`src/rtl/param_sync_fifo_pkg.sv`:
```
// Shared sizing helpers and default constants for the parametrised synchronous FIFO.
package param_sync_fifo_pkg;

  localparam int DEF_DATA_W = 16;
  localparam int DEF_DEPTH  = 8;

  function automatic int ptr_w(input int depth);
    return $clog2(depth);
  endfunction

  // One extra bit so the occupancy can represent the full value DEPTH.
  function automatic int cnt_w(input int depth);
    return $clog2(depth) + 1;
  endfunction

endpackage

```
`src/rtl/param_sync_fifo_ram.sv`:
```
// DEPTH x DATA_W storage for param_sync_fifo: synchronous write, asynchronous read.
module fifo_ram
  import param_sync_fifo_pkg::*;
#(
  parameter int DATA_W = DEF_DATA_W,
  parameter int DEPTH  = DEF_DEPTH,
  parameter int AW     = ptr_w(DEPTH)
) (
  input  logic              clk,
  input  logic              we,
  input  logic [AW-1:0]     waddr,
  input  logic [DATA_W-1:0] wdata,
  input  logic [AW-1:0]     raddr,
  output logic [DATA_W-1:0] rdata
);

  logic [DATA_W-1:0] mem [DEPTH];

  always_ff @(posedge clk) begin
    if (we) mem[waddr] <= wdata;
  end

  assign rdata = mem[raddr];

endmodule

```
`src/rtl/param_sync_fifo.sv`:
```
// Parametrised single-clock FIFO with occupancy count, sticky error flags and flush.
// Define PARAM_SYNC_FIFO_FWFT_EN for first-word-fall-through read data.
module param_sync_fifo
  import param_sync_fifo_pkg::*;
#(
  parameter int DATA_W   = DEF_DATA_W,
  parameter int DEPTH    = DEF_DEPTH,
  parameter int AF_LEVEL = 6,
  parameter int AE_LEVEL = 2
) (
  input  logic                     i_clk,
  input  logic                     i_rstn,
  input  logic                     i_clr,
  input  logic                     i_wr,
  input  logic [DATA_W-1:0]        i_data,
  input  logic                     i_rd,
  output logic [DATA_W-1:0]        o_data,
  output logic                     o_full,
  output logic                     o_empty,
  output logic                     o_afull,
  output logic                     o_aempty,
  output logic [cnt_w(DEPTH)-1:0]  o_count,
  output logic                     o_overflow,
  output logic                     o_underflow
);

  localparam int PW = ptr_w(DEPTH);
  localparam int CW = cnt_w(DEPTH);

  logic [PW-1:0]     wr_ptr, rd_ptr;
  logic [CW-1:0]     count, count_nxt;
  logic              wr_ok, rd_ok;
  logic [DATA_W-1:0] ram_rdata;

  // Request/accept: i_wr and i_rd are requests sampled every edge. A read is
  // accepted whenever the FIFO holds data; a write is accepted when there is
  // room or when a read in the same edge frees a slot. Rejected requests set
  // the sticky error flags and leave pointers and data untouched.
  assign rd_ok = i_rd & ~o_empty;
  assign wr_ok = i_wr & (~o_full | rd_ok);

  always_comb begin
    count_nxt = count;
    if (wr_ok && !rd_ok)      count_nxt = count + 1'b1;
    else if (rd_ok && !wr_ok) count_nxt = count - 1'b1;
  end

  fifo_ram #(.DATA_W(DATA_W), .DEPTH(DEPTH), .AW(PW)) u_ram (
    .clk   (i_clk),
    .we    (wr_ok & ~i_clr),
    .waddr (wr_ptr),
    .wdata (i_data),
    .raddr (rd_ptr),
    .rdata (ram_rdata)
  );

  always_ff @(posedge i_clk or negedge i_rstn) begin
    if (!i_rstn) begin
      wr_ptr      <= '0;
      rd_ptr      <= '0;
      count       <= '0;
      o_full      <= 1'b0;
      o_empty     <= 1'b1;
      o_afull     <= 1'b0;
      o_aempty    <= 1'b1;
      o_overflow  <= 1'b0;
      o_underflow <= 1'b0;
    end else if (i_clr) begin
      wr_ptr      <= '0;
      rd_ptr      <= '0;
      count       <= '0;
      o_full      <= 1'b0;
      o_empty     <= 1'b1;
      o_afull     <= 1'b0;
      o_aempty    <= 1'b1;
      o_overflow  <= 1'b0;
      o_underflow <= 1'b0;
    end else begin
      if (wr_ok) wr_ptr <= wr_ptr + 1'b1;
      if (rd_ok) rd_ptr <= rd_ptr + 1'b1;
      count       <= count_nxt;
      // Status flags track the post-edge count so they move together with o_count.
      o_full      <= (count_nxt == CW'(DEPTH));
      o_empty     <= (count_nxt == '0);
      o_afull     <= (count_nxt >= CW'(AF_LEVEL));
      o_aempty    <= (count_nxt <= CW'(AE_LEVEL));
      o_overflow  <= o_overflow | (i_wr & o_full & ~i_rd);
      o_underflow <= o_underflow | (i_rd & o_empty);
    end
  end

`ifdef PARAM_SYNC_FIFO_FWFT_EN
  // Head entry is always presented; meaningless while empty.
  assign o_data = ram_rdata;
`else
  logic [DATA_W-1:0] data_q;

  always_ff @(posedge i_clk or negedge i_rstn) begin
    if (!i_rstn)              data_q <= '0;
    else if (rd_ok && !i_clr) data_q <= ram_rdata;
  end

  assign o_data = data_q;
`endif

  assign o_count = count;

endmodule

```
`config.mk`:
```
export PLATFORM = sky130hd
export DESIGN_NAME = param_sync_fifo
export DESIGN_NICKNAME = d
export VERILOG_FILES = /design/src/rtl/param_sync_fifo_pkg.sv /design/src/rtl/param_sync_fifo_ram.sv /design/src/rtl/param_sync_fifo.sv
export SDC_FILE = /design/constraint.sdc
export NUM_CORES = 1
export LEC_CHECK = 0
export CORE_ASPECT_RATIO = 1.75
export CORE_MARGIN = 2
export CORE_UTILIZATION = 40
export CTS_BUF_LIST = sky130_fd_sc_hd__clkbuf_4 sky130_fd_sc_hd__clkbuf_8
export DETAILED_ROUTE_END_ITERATION = 10
export GPL_ROUTABILITY_DRIVEN = 0
export PLACE_DENSITY = 0.68
export SYNTH_ARGS = -nofsm -noshare
export SYNTH_HDL_FRONTEND = slang
export SYNTH_SLANG_ARGS = --single-unit
```
`constraint.sdc`:
```
create_clock -name i_clk -period 8.1 [get_ports i_clk]
set_input_delay 1.62 -clock i_clk [delete_from_list [all_inputs] [get_ports i_clk]]
set_output_delay 1.62 -clock i_clk [all_outputs]
set_load 0.005 [all_outputs]
```
==> flow_results.xml <==
<?xml version="1.0" encoding="UTF-8"?>
<metrics>
  <group name="status">
    <metric name="status" unit="">finished clean</metric>
  </group>
  <group name="finish">
    <metric name="layout.nets" unit="">416</metric>
    <metric name="layout.filler_cells" unit="">1274</metric>
    <metric name="post_layout_nonfiller_instances" unit="">590</metric>
    <metric name="fraction_of_layout_cells_with_a_size_suffix_above_1" unit="%">21.53</metric>
    <metric name="seq_area" unit="sq um">4648</metric>
    <metric name="synthToLayoutAreaGrowth" unit="%">19.37</metric>
    <metric name="finalCoreUtilization" unit="%">48.53</metric>
    <metric name="antenna_cells_inserted" unit="">0</metric>
    <metric name="multiInputGateArea" unit="sq um">1460</metric>
  </group>
  <group name="placement">
    <metric name="place.port_buffers" unit="">46</metric>
    <metric name="dp_cells" unit="">558</metric>
    <metric name="dpl.hpwl" unit="mm">7.043</metric>
  </group>
  <group name="global_route">
    <metric name="antenna_violations_before_repair" unit="">0</metric>
    <metric name="globalRoute.busiestLayer" unit="">met2</metric>
    <metric name="grt_start_max_net_pins" unit="">35</metric>
    <metric name="vias_in_the_first_global_route" unit="">3244</metric>
    <metric name="grt_pass1_wl" unit="mm">18.12</metric>
    <metric name="grt.met2_usage" unit="%">25.07</metric>
    <metric name="m3_gr_usage" unit="%">3.386</metric>
    <metric name="grt_use_total" unit="%">14.73</metric>
    <metric name="grt_util_met1" unit="%">17.90</metric>
    <metric name="globalRoute.totalOverflow" unit="">0</metric>
  </group>
  <group name="pwr">
    <metric name="p_int" unit="uW">1602</metric>
    <metric name="power.share.sequential" unit="%">47.9</metric>
    <metric name="leakage" unit="uW">0.002476</metric>
    <metric name="power.density" unit="nW/um^2">281.4</metric>
    <metric name="p_clk_share" unit="%">33.5</metric>
    <metric name="netSwitchingPower" unit="uW">479.4</metric>
    <metric name="switching_share" unit="%">23.03</metric>
    <metric name="power.ir.vdd_worst" unit="V">0.0001422</metric>
    <metric name="combPwrFrac" unit="%">18.5</metric>
  </group>
  <group name="route">
    <metric name="drc_errors" unit="">0</metric>
    <metric name="post_drt_wl_per_cell" unit="um">19.24</metric>
    <metric name="via_count" unit="">3087</metric>
    <metric name="viasPerCell" unit="">5.232</metric>
    <metric name="dr.pass1.iters" unit="">6</metric>
    <metric name="initialDrtViolationCount" unit="">234</metric>
    <metric name="drt_wl_total" unit="mm">11.35</metric>
    <metric name="route.antenna.remaining_nets" unit="">0</metric>
  </group>
  <group name="clock_network">
    <metric name="cts_num_sinks" unit="">160</metric>
    <metric name="cts-buffers-inserted" unit="">17</metric>
    <metric name="clk_pin_slew_worst_paths" unit="ps">80</metric>
    <metric name="max-clock-path-buffers" unit="">2</metric>
    <metric name="htree_levels" unit="">4</metric>
    <metric name="tritoncts" unit="">done</metric>
    <metric name="insertion_delay" unit="ps">430</metric>
    <metric name="post_cts.repair.setup_buffers" unit="">0</metric>
    <metric name="clock-root-buffer" unit="">sky130_fd_sc_hd__clkbuf_8</metric>
    <metric name="resized_cells_post_cts" unit="">0</metric>
    <metric name="cts.hold.buffers_added" unit="">0</metric>
  </group>
  <group name="synthesis">
    <metric name="postSynth.topFlopCell" unit="">sky130_fd_sc_hd__edfxtp_1</metric>
    <metric name="combinational_family_with_the_most_area_after_synthesis" unit="">multiplexers</metric>
    <metric name="synth.area.mux_share" unit="%">15.11</metric>
    <metric name="synth.ff_latch_count" unit="">160</metric>
    <metric name="yosysWarningCount" unit="">0</metric>
    <metric name="synthAdderAreaFrac" unit="%">0.8078</metric>
    <metric name="synth.cell_area" unit="sq um">6196</metric>
    <metric name="synth-edff-count" unit="">128</metric>
    <metric name="synth_compound_area_share" unit="%">2.120</metric>
    <metric name="synth_async_sr_flop_share" unit="%">20.00</metric>
    <metric name="basic_gate_share_of_the_synthesized_area_counting_and_or_nand_and_nor_cells" unit="%">4.483</metric>
    <metric name="synth.distinct_cells" unit="">30</metric>
    <metric name="seq_area_frac_synth" unit="%">75.00</metric>
    <metric name="syn_nets" unit="">355</metric>
    <metric name="synthCells" unit="">330</metric>
    <metric name="post_synth_xor_area_fraction" unit="%">0.8481</metric>
    <metric name="syn_avg_cell_area" unit="sq um">18.78</metric>
  </group>
  <group name="run">
    <metric name="timing.max_cap.violations" unit="">0</metric>
  </group>
  <group name="floorplanning">
    <metric name="num_ports" unit="">47</metric>
    <metric name="initial_utilization" unit="%">40.66</metric>
    <metric name="die_area" unit="sq um">16540</metric>
    <metric name="core_area" unit="sq um">15240</metric>
    <metric name="die-height" unit="um">168.6</metric>
    <metric name="rows" unit="">60</metric>
    <metric name="fp.dieW" unit="um">98.08</metric>
  </group>
  <group name="sta">
    <metric name="whs" unit="ps">511.0</metric>
    <metric name="finalSetupTns" unit="ps">0</metric>
    <metric name="final.min_clock_period" unit="ps">3924</metric>
    <metric name="final_hold_violating_endpoints" unit="">0</metric>
    <metric name="period_utilization_post_route" unit="%">48.44</metric>
    <metric name="final_max_slew_viol_count" unit="">0</metric>
    <metric name="worst_slew_margin_rel" unit="%">20.66</metric>
    <metric name="unrepaired_setup_endpoints_after_global_routing" unit="">false</metric>
    <metric name="max_freq" unit="GHz">0.2549</metric>
    <metric name="finalClockSkew" unit="ps">14.01</metric>
    <metric name="final-setup-viol-count" unit="">0</metric>
    <metric name="transition_time_of_the_tightest_slew_check_pin" unit="ps">1190</metric>
  </group>
  <group name="critical_path">
    <metric name="worst-r2r-setup-slack" unit="ps">5480</metric>
    <metric name="timing.critical_path.from_type" unit="">input pin</metric>
    <metric name="critical_path_class" unit="">input pin to register</metric>
    <metric name="crit_fanout" unit="">9</metric>
    <metric name="critical_path.reg2reg.endpoint" unit="">u_ram.mem[4][9]$_DFFE_PP_</metric>
    <metric name="worst_ep_required_time" unit="ps">8230</metric>
    <metric name="r2r_start" unit="">o_empty$_DFF_PN1_</metric>
    <metric name="crit_path_cell_trace" unit="">clkdlybuf4s50_1 -&gt; and2b_1 -&gt; o21ai_1 -&gt; or3_1 -&gt; nor2_1 -&gt; buf_4</metric>
    <metric name="cp_data_arrival_time" unit="ps">4060</metric>
    <metric name="timing.critical_path.slowest_stage_cell" unit="">sky130_fd_sc_hd__nor2_1</metric>
    <metric name="crit_path_max_incr_delay" unit="ps">690</metric>
    <metric name="r2r_cells" unit="">5</metric>
    <metric name="worst_setup_path_end_kind" unit="">register</metric>
  </group>
  <group name="min_path">
    <metric name="hold_path_depth" unit="">2</metric>
    <metric name="worst_hold_class" unit="">register to register</metric>
    <metric name="min_to" unit="">o_overflow$_DFF_PN0_</metric>
    <metric name="holdCritStartpoint" unit="">o_overflow$_DFF_PN0_</metric>
  </group>
</metrics>
==> critical path: cells and delay by family <==
family	cells	cell delay [ps]
AO/OA/AOI/OAI	1	180
AND/OR/NAND/NOR	3	1390
buffers and inverters	2	860
==> through the flow <==
step | total power [uW] | setup WS [ps] | instance area (sq um)
detailed placement | 1413 | 3698 | 6905
CTS | 2110 | 4186 | 7396
floorplan | 1236 | 4178 | 6196
global route | 2181 | 4062 | 7396
finish | 2082 | 4176 | 7396
global placement | 1404 | 3849 | 6905
==> how the worst max path moves through the flow <==
stage	slack [ps]	start	end	cells after the start
final	4180	i_rd	u_ram.mem[4][9]$_DFFE_PP_	6
after CTS	4190	i_rd	u_ram.mem[4][9]$_DFFE_PP_	6
after detailed placement	3700	i_rd	u_ram.mem[4][0]$_DFFE_PP_	6
after floorplan	4180	i_rd	u_ram.mem[0][0]$_DFFE_PP_	4
after global routing	4060	i_rd	u_ram.mem[4][9]$_DFFE_PP_	6
after global placement	3850	i_rd	u_ram.mem[4][11]$_DFFE_PP_	6
==> power groups by stage <==
stage | clock network [uW] | registers, uW | logic (uW)
floorplan | 0 | 1020 | 219
finish | 698 | 997 | 386
global placement | 0 | 1010 | 390
CTS | 714 | 999 | 397
global route | 747 | 1010 | 427
detailed placement | 0 | 1020 | 395
==> Yosys cell counts, types with 3 or more instances <==
cell type	instances	area share [%]
sky130_fd_sc_hd__edfxtp_1	128	62
sky130_fd_sc_hd__nor2_1	35	2.1
sky130_fd_sc_hd__mux4_2	32	12
sky130_fd_sc_hd__dfrtp_1	30	12
sky130_fd_sc_hd__a21oi_1	20	1.6
sky130_fd_sc_hd__mux2i_1	19	3.1
sky130_fd_sc_hd__nand2_1	7	0.42
sky130_fd_sc_hd__buf_2	6	0.48
sky130_fd_sc_hd__clkbuf_1	6	0.36
sky130_fd_sc_hd__inv_1	5	0.30
sky130_fd_sc_hd__nor3_1	5	0.40
sky130_fd_sc_hd__ha_1	4	0.81
sky130_fd_sc_hd__nand2b_1	4	0.40
sky130_fd_sc_hd__xnor2_1	4	0.57
sky130_fd_sc_hd__buf_4	3	0.36
==> placed cells by master, fill, tap and decap left out, types with 5 or more instances in the layout <==
cell and n:
sky130_fd_sc_hd__a21oi_1 20, sky130_fd_sc_hd__bufinv_16 6, sky130_fd_sc_hd__mux4_2 32, sky130_fd_sc_hd__clkbuf_8 19, sky130_fd_sc_hd__nor2_1 34, sky130_fd_sc_hd__nand2_1 7, sky130_fd_sc_hd__inv_1 5, sky130_fd_sc_hd__dfrtp_1 29
sky130_fd_sc_hd__edfxtp_1 128, sky130_fd_sc_hd__clkdlybuf4s50_1 45, sky130_fd_sc_hd__mux2i_1 19, sky130_fd_sc_hd__buf_4 11
==> cells by family after synthesis <==
logic type,count (synthesis)
AND/OR/NAND/NOR,60
AO/OA/AOI/OAI,25
multiplexers,53
flip-flops,160
adder cells (fa/ha/maj),4
XOR/XNOR,6
buffers and inverters,22
==> flip-flops by register name, indices dropped and copies added (netlist names) <==
signal	count
o_underflow	1
o_data	16
wr_ptr	3
o_afull	1
rd_ptr	3
u_ram.mem	128
o_overflow	1
o_empty	1
o_aempty	1
o_count	4
o_full	1
==> cell type report <==
class	instances	area share, %
Tap cell	186	3.147
Inverter	7	0.3553
Sequential cell	160	62.85
Clock inverter	10	2.791
Multi-Input combinational cell	148	19.74
Timing Repair Buffer	57	7.275
Clock buffer	22	3.840
==> layer usage <==
layer	part of all wire, %	wire (um)
met4	1.6	182
met5	0	0
met2	54	6166
met3	3.5	393
met1	41	4612
Power figures use the tool's default switching activity.
==> patch: new RTL, config.mk and constraints unchanged <==
Make the reset (`i_rstn`) synchronous in 2 clocked blocks. Comments in the files are not updated.
--- a/src/rtl/param_sync_fifo.sv
+++ b/src/rtl/param_sync_fifo.sv
@@ -55,5 +55,5 @@
   );
 
-  always_ff @(posedge i_clk or negedge i_rstn) begin
+  always_ff @(posedge i_clk) begin
     if (!i_rstn) begin
       wr_ptr      <= '0;
@@ -96,5 +96,5 @@
   logic [DATA_W-1:0] data_q;
 
-  always_ff @(posedge i_clk or negedge i_rstn) begin
+  always_ff @(posedge i_clk) begin
     if (!i_rstn)              data_q <= '0;
     else if (rd_ok && !i_clr) data_q <= ram_rdata;
Formal check against the unedited RTL: differs if i_rstn is asserted again (counterexample within 4 cycles, from zero or initial values and one cycle with i_rstn low); with i_rstn held inactive, the same outputs for 10 cycles.
==> patch against the unedited design <==
Worst setup slack better by 0.32 ns. Sequential cell count stayed put. Clock skew is 0.0012 ns lower. Worst hold slack worse by 0.058 ns. First-iteration DRC count is 34% lower. Cell area is 2.8% lower. Global-route usage is 0.11 points higher. Wire length is 0.27% higher. Synthesized area is 1.3% lower. Via count is 2.1% higher. Fmax is 9.0% higher. Register-to-register slack better by 0.29 ns.
Power is not compared: it rests on default switching activity, and its combinational part moved more than twofold at a synthesized area within 25%.
==> patch: results (changes against the unedited design) <==
Worst Path Max Fanout=16 (+7); Area contributors post-synth=edfxtp_1 (63%), mux4_2 (12%), dfxtp_1 (10%); DR iter-0 viols=155 (-34%); vias in the first global route=3380 (+4.2%); Post-DP HPWL=7010 um (-0.52%); WL/cell=19.1 um (-0.57%); maximum buffer depth of the clock tree=2 (unchanged); Tot GR Track Use=14.8% (+0.11 points); Synth top cells by count=edfxtp_1 (128), dfxtp_1 (32), mux4_2 (32); Reg2Reg Setup Slack=5.77 ns (+0.29 ns); Fin Clk Skew=0.0129 ns (-0.00115 ns); number of instances in the placed design=563 (+0.90%); status=complete, no violations; vias=3151 (+2.1%); crit path DAT=3.66 ns (-0.40 ns); R2R Path End=u_ram.mem[1][6]; TritonCTS buffer count=17 (unchanged); Comb. pwr=0.0617 mW; hold endpoint=o_data[6]; drt pass-1 iters=4 (-2); async set or reset register ratio after synthesis=0% (-20 points); share of post-route cells with drive strength above 1=20.4% (-1.1 points); Setup Slack @ Placement=4.00 ns (+0.305 ns); slowest library cell on the worst path=and3_1; first-pass GRT wire length=18300 um (+0.72%); Placement Cell Area=6810 um^2 (-1.4%); worst r2r src=o_empty; Largest stage delay, worst path=0.77 ns (+0.08 ns); antenna violations before repair=0 (unchanged); post-synthesis sequential area ratio=73.3% (-1.7 points); syn_area_per_cell=18.0 um^2 (-4.2%); Mapped Nets=365 (+2.8%); WHS Path Cells=2 (unchanged); post-CTS resize count=0 (unchanged); Ys Warns=0 (unchanged); IO Port Bufs=46 (unchanged); Non-Filler Instances=595 (+0.85%); Yosys cell types=41 (+37%); class of the worst hold path=reg2reg; actual slew at the worst max-slew pin=0.911 ns (-0.279 ns); Setup Fix Bufs, Post-CTS=0 (unchanged); hold_ws=0.453 ns (-0.0583 ns); HP Start=o_data[6]; Final nets=424 (+1.9%)
==> patch: cell count changes in the layout (fill, tap and decap cells not counted), sizes merged, moves of 3 or more <==
cell	delta
dfxtp	+32
dfrtp	-30
nand2	+24
nor2	-20
o21ai	+17
a21oi	-15
inv	+7
bufinv	-6
clkbuf	-5
nor3	-5
clkinvlp	+4
mux2i	-4
o211ai	+3
==> patch: kinds of logic (layout without fill, tap and decap cells) <==
family | Yosys count | in the layout | synth area share, %
AO/OA/AOI/OAI | 35 | 35 | 3.35
XOR/XNOR | 6 | 6 | 0.859
adder cells (fa/ha/maj) | 4 | 4 | 0.818
buffers and inverters | 21 | 93 | 1.88
flip-flops | 160 | 160 | 73.3
multiplexers | 48 | 48 | 14.4
AND/OR/NAND/NOR | 66 | 66 | 5.38
==> patch: cell type report <==
class,count,area (um^2)
Timing Repair Buffer,56,536
Multi-Input combinational cell,159,1540
Sequential cell,160,4490
Clock inverter,15,145
Tap cell,183,229
Inverter,5,18.8
Clock buffer,17,234
Fill cell,1254,7720
==> patch: worst max-delay path by stage <==
stage               start         endpoint  slack, ns  cells after the start
global route         i_rd  u_ram.mem[1][6]       4.34                      6
floorplan            i_rd  u_ram.mem[0][0]       3.93                      5
global placement     i_rd  u_ram.mem[1][0]       4.17                      6
finish               i_rd  u_ram.mem[1][6]       4.50                      6
detailed placement   i_rd  u_ram.mem[1][3]       4.00                      6
CTS                  i_rd  u_ram.mem[1][6]       4.48                      6
==> patch: metal layers <==
layer  routed length, um  GRT usage [%]  vias to the layer above
li1                    -              -                     1445
met4                 238           7.19                        0
met2                6280           25.7                       79
met5                   0              0                        -
met3                 406           3.46                       14
met1                4460           17.3                     1613
==> patch: worst reg2reg max path, delay by kind of cell, from the launching register on <==
kind,cells,cell delay (ns)
and+or+nand+nor,5,1.56
DFF,1,0.38
